File: src/rtl/compressor_tree_pipe_pkg.sv
// Shared types and constant functions for the pipelined carry-save compressor tree.
package compressor_tree_pipe_pkg;

  typedef struct packed {
    logic sum;
    logic carry;
  } fa_out_t;

  function automatic int unsigned clog2(input int unsigned n);
    int unsigned r;
    int unsigned v;
    r = 0;
    v = 1;
    while (v < n) begin
      v = v << 1;
      r++;
    end
    return r;
  endfunction

  // Rows remaining after lvl levels of 3:2 compression, starting from n rows.
  function automatic int unsigned rows_after(input int unsigned n, input int unsigned lvl);
    int unsigned r;
    r = n;
    for (int unsigned i = 0; i < lvl; i++) begin
      if (r > 2) r = 2 * (r / 3) + r % 3;
    end
    return r;
  endfunction

  function automatic int unsigned num_levels(input int unsigned n);
    int unsigned r;
    int unsigned l;
    r = n;
    l = 0;
    while (r > 2) begin
      r = 2 * (r / 3) + r % 3;
      l++;
    end
    return l;
  endfunction

  function automatic fa_out_t fulladder(input logic a, input logic b, input logic c);
    fa_out_t f;
    f.sum   = a ^ b ^ c;
    f.carry = (a & b) | (a & c) | (b & c);
    return f;
  endfunction

endpackage

File: src/rtl/compressor_tree_pipe_csa_level.sv
// One combinational 3:2 compression level: each group of three rows becomes a sum row
// and a left-shifted carry row; leftover rows pass through after the compressed rows.
module compressor_tree_pipe_csa_level
  import compressor_tree_pipe_pkg::*;
#(
  parameter int unsigned N_IN  = 3,
  parameter int unsigned WIDTH = 8
) (
  input  logic [N_IN-1:0][WIDTH-1:0]                rows_i,
  output logic [rows_after(N_IN, 1)-1:0][WIDTH-1:0] rows_o
);

  localparam int unsigned NUM_GRP  = N_IN / 3;
  localparam int unsigned NUM_LEFT = N_IN % 3;

  always_comb begin
    fa_out_t fa;
    logic    cy;
    rows_o = '0;
    fa     = '0;
    cy     = 1'b0;
    for (int g = 0; g < int'(NUM_GRP); g++) begin
      cy = 1'b0;
      // Carry out of bit b lands at bit b+1; the MSB carry falls off the row.
      for (int b = 0; b < int'(WIDTH); b++) begin
        fa = fulladder(rows_i[3*g][b], rows_i[3*g+1][b], rows_i[3*g+2][b]);
        rows_o[2*g][b]   = fa.sum;
        rows_o[2*g+1][b] = cy;
        cy = fa.carry;
      end
    end
    for (int r = 0; r < int'(NUM_LEFT); r++) begin
      rows_o[2*NUM_GRP+r] = rows_i[3*NUM_GRP+r];
    end
  end

endmodule

File: src/rtl/compressor_tree_pipe.sv
// Pipelined carry-save reduction tree with valid/ready flow control and flush.
// Define COMPRESSOR_TREE_CPA_EN to resolve sum/carry into result_o; otherwise result_o is 0.
module compressor_tree_pipe
  import compressor_tree_pipe_pkg::*;
#(
  parameter int unsigned NUM_OPS          = 4,
  parameter int unsigned WIDTH_I          = 8,
  parameter int unsigned WIDTH_O          = WIDTH_I + clog2(NUM_OPS),
  parameter int unsigned LEVELS_PER_STAGE = 2,
  parameter bit          SIGNED           = 1'b0
) (
  input  logic                             clk_i,
  input  logic                             rst_i,
  input  logic                             flush_i,
  input  logic                             in_valid_i,
  output logic                             in_ready_o,
  input  logic [NUM_OPS-1:0][WIDTH_I-1:0]  operands_i,
  output logic                             out_valid_o,
  input  logic                             out_ready_i,
  output logic [WIDTH_O-1:0]               sum_o,
  output logic [WIDTH_O-1:0]               carry_o,
  output logic [WIDTH_O-1:0]               result_o
);

  localparam int unsigned NUM_LVL = num_levels(NUM_OPS);
  localparam int unsigned NUM_STG = (NUM_LVL == 0) ? 1 :
                                    (NUM_LVL + LEVELS_PER_STAGE - 1) / LEVELS_PER_STAGE;

  logic [NUM_OPS-1:0][WIDTH_O-1:0] ext_ops;
  logic [NUM_STG-1:0]              v_q, v_d, load, ld_en;
  logic [NUM_STG:0]                rdy, up_v;

  always_comb begin
    for (int i = 0; i < int'(NUM_OPS); i++) begin
      if (SIGNED) ext_ops[i] = {{(WIDTH_O-WIDTH_I){operands_i[i][WIDTH_I-1]}}, operands_i[i]};
      else        ext_ops[i] = {{(WIDTH_O-WIDTH_I){1'b0}}, operands_i[i]};
    end
  end

  // Bubble-free ready chain: a stage can take data if empty or if it drains this cycle.
  always_comb begin
    rdy   = '0;
    load  = '0;
    v_d   = v_q;
    up_v  = {v_q, in_valid_i};
    rdy[NUM_STG] = out_ready_i;
    for (int k = int'(NUM_STG) - 1; k >= 0; k--) begin
      rdy[k] = !v_q[k] || rdy[k+1];
    end
    for (int k = 0; k < int'(NUM_STG); k++) begin
      load[k] = up_v[k] && rdy[k];
      v_d[k]  = load[k] || (v_q[k] && !rdy[k+1]);
    end
    if (flush_i) v_d = '0;
    ld_en = load & {NUM_STG{~flush_i}};
  end

  always_ff @(posedge clk_i or posedge rst_i) begin
    if (rst_i) v_q <= '0;
    else       v_q <= v_d;
  end

  for (genvar k = 0; k < NUM_STG; k++) begin : gen_stg
    localparam int unsigned LO     = k * LEVELS_PER_STAGE;
    localparam int unsigned HI     = ((k + 1) * LEVELS_PER_STAGE < NUM_LVL) ?
                                     (k + 1) * LEVELS_PER_STAGE : NUM_LVL;
    localparam int unsigned NR_IN  = rows_after(NUM_OPS, LO);
    localparam int unsigned NR_OUT = rows_after(NUM_OPS, HI);

    logic [NR_IN-1:0][WIDTH_O-1:0]  in_rows;
    logic [NR_OUT-1:0][WIDTH_O-1:0] rows_d, rows_q;

    if (k == 0) begin : g_src_ops
      assign in_rows = ext_ops;
    end else begin : g_src_prev
      assign in_rows = gen_stg[k-1].rows_q;
    end

    for (genvar j = LO; j < HI; j++) begin : gen_lvl
      logic [rows_after(NUM_OPS, j)-1:0][WIDTH_O-1:0]   lvl_in;
      logic [rows_after(NUM_OPS, j+1)-1:0][WIDTH_O-1:0] lvl_out;

      if (j == LO) begin : g_first
        assign lvl_in = in_rows;
      end else begin : g_chain
        assign lvl_in = gen_lvl[j-1].lvl_out;
      end

      compressor_tree_pipe_csa_level #(
        .N_IN  (rows_after(NUM_OPS, j)),
        .WIDTH (WIDTH_O)
      ) u_lvl (
        .rows_i (lvl_in),
        .rows_o (lvl_out)
      );
    end

    if (HI == LO) begin : g_no_lvl
      assign rows_d = in_rows;
    end else begin : g_lvl_out
      assign rows_d = gen_lvl[HI-1].lvl_out;
    end

    always_ff @(posedge clk_i or posedge rst_i) begin
      if (rst_i)         rows_q <= '0;
      else if (ld_en[k]) rows_q <= rows_d;
    end
  end

  assign in_ready_o  = rdy[0];
  assign out_valid_o = v_q[NUM_STG-1];
  assign sum_o       = gen_stg[NUM_STG-1].rows_q[0];
  assign carry_o     = gen_stg[NUM_STG-1].rows_q[1];

`ifdef COMPRESSOR_TREE_CPA_EN
  assign result_o = sum_o + carry_o;
`else
  assign result_o = '0;
`endif

endmodule

File: config.mk
export PLATFORM = sky130hd
export DESIGN_NAME = compressor_tree_pipe
export DESIGN_NICKNAME = d
export VERILOG_FILES = /design/src/rtl/compressor_tree_pipe_pkg.sv /design/src/rtl/compressor_tree_pipe_csa_level.sv /design/src/rtl/compressor_tree_pipe.sv
export SDC_FILE = /design/constraint.sdc
export NUM_CORES = 1
export LEC_CHECK = 0
export ABC_AREA = 1
export CAP_MARGIN = 10
export CORE_ASPECT_RATIO = 1.75
export CORE_MARGIN = 2
export CORE_UTILIZATION = 35
export DETAILED_ROUTE_END_ITERATION = 8
export PLACE_DENSITY = 0.8
export SLEW_MARGIN = 0
export SYNTH_ARGS = -nofsm -noshare
export SYNTH_HDL_FRONTEND = slang
export SYNTH_SLANG_ARGS = --single-unit
File: constraint.sdc
create_clock -name clk_i -period 2.2 [get_ports clk_i]
set_input_delay 0.33 -clock clk_i [delete_from_list [all_inputs] [get_ports clk_i]]
set_output_delay 0.33 -clock clk_i [all_outputs]
set_load 0.02 [all_outputs]
# --- After elaboration in Yosys (flattened, before gate mapping) ---
# Cells that the tools add are included.
# W data, S select, Z words.
classes:
  mux: 1
  n_bitwise: 109
  reduce_logical: 6
op_table:
  columns: ["op", "n"]
  rows:
  - ["$and A1 B1 Y1", 47]
  - ["$xor A1 B1 Y1", 31]
  - ["$or A1 B1 Y1", 30]
  - ["$logic_and A1 B1 Y1", 2]
  - ["$logic_not A1 Y1", 2]
  - ["$logic_or A1 B1 Y1", 2]
  - ["$mux W1", 1]
  - ["$not A1 Y1", 1]
word_totals:
  regBits: 18
  in_bits: 37
  output_inout_bits: 32
  elab_cells: 119

# --- Longest topological paths before layout ---
# Gate-level depths: netlist of the first run.
logic_depth:
  depth_word: 6
  ltp_mapped: 6

# --- Modules after synthesis ---
# Synthesis of the first run repeated with hierarchy kept, for this count alone.
hier_totals:
  cells_unflattened: 155
  area_unflattened_um2: 1475.2
by_module_without_submodules:
  columns: ["mod", "instances", "cells_each", "area_per_inst_um2", "seq_area_each_um2"]
  rows:
  - ["compressor_tree_pipe", 1, 105, 947.2, 525.5]
  - ["compressor_tree_pipe_csa_level (gen_stg[0].gen_lvl[0].u_lvl)", 1, 30, 301.5, 0.0]
  - ["compressor_tree_pipe_csa_level (gen_stg[0].gen_lvl[1].u_lvl)", 1, 20, 226.5, 0.0]

# --- Worst setup path before layout of the first run ---
# OpenSTA, ideal clock, no wires.
synth_timing:
  path_type: "input-to-reg"
  from: "input port operands_i[7] in the netlist's numbering"
  to: "register gen_stg[0].rows_q (netlist bit sum_o[7])"
  setup_ns: 0.066
  t_arrival_ns: 1.556
  required_time_ns: 2.134
  setup_slack_ns: 0.578
  path_stages: 6
  n_path_buf: 0
  path_cell_list: "inv_1 -> fa_1 -> inv_1 -> fa_1 -> nand3_1 -> nand2_1"
synth_rtl:
  columns: ["element", "line_no", "text"]
  rows:
  - ["from (decl)", "compressor_tree_pipe.sv:17", "input logic [NUM_OPS-1:0][WIDTH_I-1:0] operands_i,"]
  - ["to (signal assigned)", "compressor_tree_pipe.sv:106", "else if (ld_en[k]) rows_q <= rows_d;"]
  - ["to (decl)", "compressor_tree_pipe.sv:71", "logic [NR_OUT-1:0][WIDTH_O-1:0] rows_d, rows_q;"]

==> out/qor.txt, run 1 <==
Worst EP required: 2.39 ns
Ys Warns: 0
Die Wd: 48.4 µm
Hpwl dp: 2.14 mm
Area of the multi-input gates: 608 µm²
Largest net degree at the start of global routing: 20
Worst Hold Class: reg -> reg
Crit path cell chain: clkdlybuf4s50_1 > inv_1 > fa_1 > inv_1 > fa_1 > nand3_1 > nand2_1
Area delta synth->final: 47.4%
Fin util: 0.535
Fin nets: 233
GRT Residual Overflow: 0
Final instance area: 0.00178 mm²
# DRC: 0
Synth Flop Type: dfrtp_1
Crit path max-delay family: adder cells
Pint: 769 µW
Diode count: 0
Fillers: 306
Num Clock Sinks: 18
Combinational power share: 0.430
Cts bufs inserted: 3
Worst Path Arrival: 2.06 ns
Final period util: 0.851
I/O pin cnt: 69
Actual slew at the worst max-slew pin: 0.693 ns
Critical Path End Type: register
H-Tree Level Count: 1
Most frequent cell after synthesis: nand2_1
Slew headroom: 0.537
Postcts setup bufs: 0
Top cells by count, synth: nand2_1, dfrtp_1, nand3_1
Core Rows: 28
Post-Synthesis Cells: 123
Crit Path Category: in -> reg
Mapped Area: 0.00121 mm²
Slowest stage delay, CP: 0.53 ns
Minimum clock period: 1.87 ns
First-pass GRT wire length: 4.30 mm
Worst setup margin: 0.328 ns
Post-synth EDFFs: 0
Max-Cap Viols: 0
Power Density: 652 mW/mm²
DP Area: 0.00174 mm²
Unique masters post-synth: 14
DR vias/cell: 4.40
Resize count post-CTS: 0
Longest Clk Path Bufs: 2
Crit path launch type: input pin
Sum Neg Setup Slack: 0 ns
RePlAce Congestion: 0.733
Avg WL per Cell: 11.6 µm
Vias in the first global route: 917
CTS Hold Bufs: 0
Core Region: 0.00333 mm²
Status: complete, no violations
DRT Wirelength: 2.59 mm
Die area: 0.00396 mm²
Sequential area share after synthesis: 0.373
Clock share of power: 0.192
Top cell type's share of synthesized area: 0.373
Root buffer cell: clkbuf_8
CTS tree: built
Max Slew Vio Count: 0
Leak: 0.866 nW
Crit Path Max Fanout: 1
Critical path buffer and inverter count: 3
Clock latency on the worst-skew pair: 0.25 ns
Max VDD drop: 0.286 mV
Antenna viol nets, final: 0
IO buf count: 55
DP Worst Slack: 0.0562 ns
Clock transition at path regs: 0.06 ns
Top post-synthesis cells by area: dfrtp_1, fa_1, nand2_1
Initial antenna violation count: 0
Finish-stage setup viols: 0
Register area: 450 µm²
RSZ-0062 raised after global routing: no
Layout cells sized above 1: 0.0506
Seq pwr share: 0.377
Skew final: 0.000485 ns
Sw power: 393 µW
Average cell area after synthesis: 9.83 µm²
Initial Util: 0.363
Post-synth ARST share: 1.00
Sw frac: 0.338
Hold Vio Cnt, Final: 0
Final Power: 1.16 mW
1st-iter DRT viols: 14
Yosys reg bits: 18
Fmax: 534 MHz
Via Count: 982
DRT Pass-1 Iters: 5
CP max stage cell: fa_1
Cell taking the most area after synthesis: dfrtp_1
DIE HEIGHT: 81.7 µm
Gr usage total: 0.143
-- metal layers --
| layer | vias to the layer above | track usage | wire length (µm) |
|---|---|---|---|
| li1 | 453 | - | - |
| met1 | 474 | 0.168 | 878 |
| met2 | 50 | 0.251 | 1480 |
| met3 | 5 | 0.0236 | 160 |
| met4 | 0 | 0.0771 | 68 |
| met5 | - | 0 | 0 |
-- worst paths after layout --
kind / startpoint / end / slack (ns) / cells after the start
worst max register to register: out_valid_o / carry_o[6] / 1.03 / 5
worst min register to register: sum_o[1] / sum_o[1] / 0.47 / 2
max in group asynchronous: rst_i / sum_o[6] / 1.28 / 2
worst max-delay path: operands_i[7] / sum_o[7] / 0.33 / 7
min in group asynchronous: rst_i / carry_o[1] / 0.49 / 2
worst min-delay path: sum_o[1] / sum_o[1] / 0.47 / 2
-- metrics by stage --
stage | cells | hold slack, ns
finish | 223 | 0.472
global route | 223 | 0.498
CTS | 223 | 0.474
detailed placement | 220 | 0.457
global placement | 220 | 0.453
floorplan | 135 | 0.269
-- logic make-up (layout without fill, tap and decap cells) --
family	count (synthesis)	after routing	synth area share
adders and majority gates	16	16	0.259
buffers and inverters	33	76	0.161
DFF	18	18	0.373
AOI/OAI and AO/OA	1	1	0.00414
and+or+nand+nor	54	54	0.200
other	1	13	0.00310
-- cell usage in the layout (no fill, tap or decap), drive strengths merged --
cell type       n
conb           13
clkdlybuf4s50  55
dfrtp          18
nand2          36
ha              1
a21oi           1
nand3          17
fa             15
nor2            1
clkbuf          3
buf             2
inv            16
-- power by group through the flow --
stage	clock network (mW)	logic [mW]	registers (mW)
after floorplan	0	0.184	0.530
after global placement	0	0.500	0.441
after detailed placement	0	0.507	0.443
after CTS	0.235	0.509	0.438
after global routing	0.251	0.544	0.449
final	0.223	0.500	0.438
-- worst min-delay path, cell delays in order (launching register included) --
cell and delay (ns):
dfrtp_1 0.34, nand2_1 0.05, nand2_1 0.05
-- flip-flops by register name (all words and copies together), names as in the netlist --
signal / count
sum_o: 9
carry_o: 8
out_valid_o: 1
-- area by class of cell --
type                       instances  share of cell area
sequential                        18               0.253
tap                               45              0.0316
inverter                          16              0.0337
multi-input combinational         84               0.341
timing repair buffer              57               0.317
clock buffer                       3              0.0232
Note: power is estimated with default switching activity, not from simulation.
==> inputs of run 2 (changes only) <==
- REMOVE_ABC_BUFFERS: not set -> 1
==> run 2 against run 1 <==
Fmax shrank 0.20%. Clock skew is 0.0052 ns higher. Core utilization rose by 0.41 points. Register-to-register slack got worse by 0.03 ns. Critical path type unchanged. Largest cell class unchanged. Design area is 0.77% higher.
==> out/qor.txt, run 2 (synthesis gave the netlist of run 1 again) <==
Combinational power share: 0.414
Finish-stage setup viols: 0
CTS Hold Bufs: 0
Final instance area: 0.00180 mm²
Crit Path Max Fanout: 1
Initial Util: 0.363
Via Count: 969
Register area: 450 µm²
DIE HEIGHT: 81.7 µm
DR WL met3: 196 µm
Gr usage total: 0.147
Largest net degree at the start of global routing: 20
DP Area: 0.00174 mm²
Hpwl dp: 2.04 mm
Area delta synth->final: 48.6%
IO buf count: 55
Layout cells sized above 1: 0.0559
Hold EP: sum_o[3]
Fin util: 0.539
Fillers: 310
Actual slew at the worst max-slew pin: 0.712 ns
Slew headroom: 0.525
Final Power: 1.20 mW
RSZ-0062 raised after global routing: no
Avg WL per Cell: 11.5 µm
Diode count: 0
Final period util: 0.853
Die Wd: 48.4 µm
DRT Pass-1 Iters: 4
Worst Path Arrival: 2.02 ns
Power Density: 670 mW/mm²
M1 WL: 936 µm
Skew final: 0.00567 ns
Worst reg2reg path depth: 5
Fmax: 533 MHz
Seq pwr share: 0.362
Root buffer cell: clkbuf_8
Initial antenna violation count: 0
DR vias/cell: 4.33
Vias in the first global route: 1007
Max Slew Vio Count: 0
Worst R2R End: sum_o[4]
Max VDD drop: 0.371 mV
Slowest stage delay, CP: 0.51 ns
Resize count post-CTS: 0
Worst Hold Class: reg -> reg
Postcts setup bufs: 0
Cts bufs inserted: 3
Sum Neg Setup Slack: 0 ns
Leak: 0.873 nW
Core Rows: 28
Largest register FFs: 9
Status: complete, no violations
Crit path cell chain: clkdlybuf4s50_1 > inv_1 > fa_1 > fa_1 > inv_1 > nand3_1 > nand2_1
DP Worst Slack: 0.0708 ns
CP max stage cell: fa_1
Max-Cap Viols: 0
Core Region: 0.00333 mm²
Antenna viol nets, final: 0
Met2 WL: 1.42 mm
Crit path launch type: input pin
CTS tree: built
Hold wc startpoint: sum_o[3]
DR top layer: met4
Sw power: 398 µW
First-pass GRT wire length: 4.49 mm
GRT Residual Overflow: 0
Die area: 0.00396 mm²
Area of the multi-input gates: 608 µm²
I/O pin cnt: 69
Sw frac: 0.331
Worst setup margin: 0.324 ns
RePlAce Congestion: 0.653
# DRC: 0
Reg2reg start: out_valid_o
Longest Clk Path Bufs: 2
Hold Vio Cnt, Final: 0
H-Tree Level Count: 1
Clock share of power: 0.224
Clock transition at path regs: 0.07 ns
Pint: 805 µW
Worst EP required: 2.34 ns
DRT Wirelength: 2.57 mm
Num Clock Sinks: 18
Clock latency on the worst-skew pair: 0.25 ns
Worst Hold Path Cells: 2
Fin nets: 233
Beginning of the critical path: operands_i[1]
Critical Path End Type: register
R2R Setup Slk: 1.00 ns
Commonest non-fill, non-tap cells in the layout: clkdlybuf4s50_1, nand2_1, dfrtp_1
Most common cell after layout, fill and taps aside: clkdlybuf4s50_1
Minimum clock period: 1.88 ns
1st-iter DRT viols: 18
Crit Path Category: in -> reg
==> run 2: changes by cell type in the layout (fill, tap and decap cells not counted) <==
cell | previous run | this run
clkbuf_8 | 3 | 4
==> run 2: metrics by stage <==
stage                     std cells  hold WS, ns
after detailed placement        220        0.457
after global routing            224        0.497
after CTS                       224        0.475
after global placement          220        0.452
after floorplan                 118        0.269
final                           224        0.472
==> run 2: area by class of cell <==
cell class                      count  area share
Clock buffer                        4      0.0307
Inverter                           16      0.0334
Multi-Input combinational cell     84       0.339
Sequential cell                    18       0.251
Tap cell                           45      0.0314
Timing Repair Buffer               57       0.315
==> run 2: power groups by stage <==
stage	Clock (mW)	Combinational [mW]	Sequential (mW)
global placement	0	0.498	0.439
detailed placement	0	0.506	0.443
floorplan	0	0.159	0.530
CTS	0.277	0.507	0.437
finish	0.269	0.498	0.436
global route	0.292	0.549	0.447
==> run 2: critical path, delay by kind of cell <==
kind	cells	cell delay, ns
buf+inv	3	0.55
fa+ha+maj	2	1.01
simple gates	2	0.12
==> run 2: layer usage <==
| layer | track usage | up-vias |
|---|---|---|
| li1 | - | 454 |
| met1 | 0.147 | 463 |
| met2 | 0.290 | 50 |
| met3 | 0.0400 | 2 |
| met4 | 0.0514 | 0 |
| met5 | 0 | - |
==> run 2: worst max path at each step <==
stage | end | cells after the start
3_5_place_dp | sum_o[1] | 7
4_1_cts | sum_o[1] | 7
3_3_place_gp | sum_o[1] | 7
6_report | sum_o[1] | 7
5_1_grt | sum_o[1] | 7
2_1_floorplan | sum_o[7] | 6
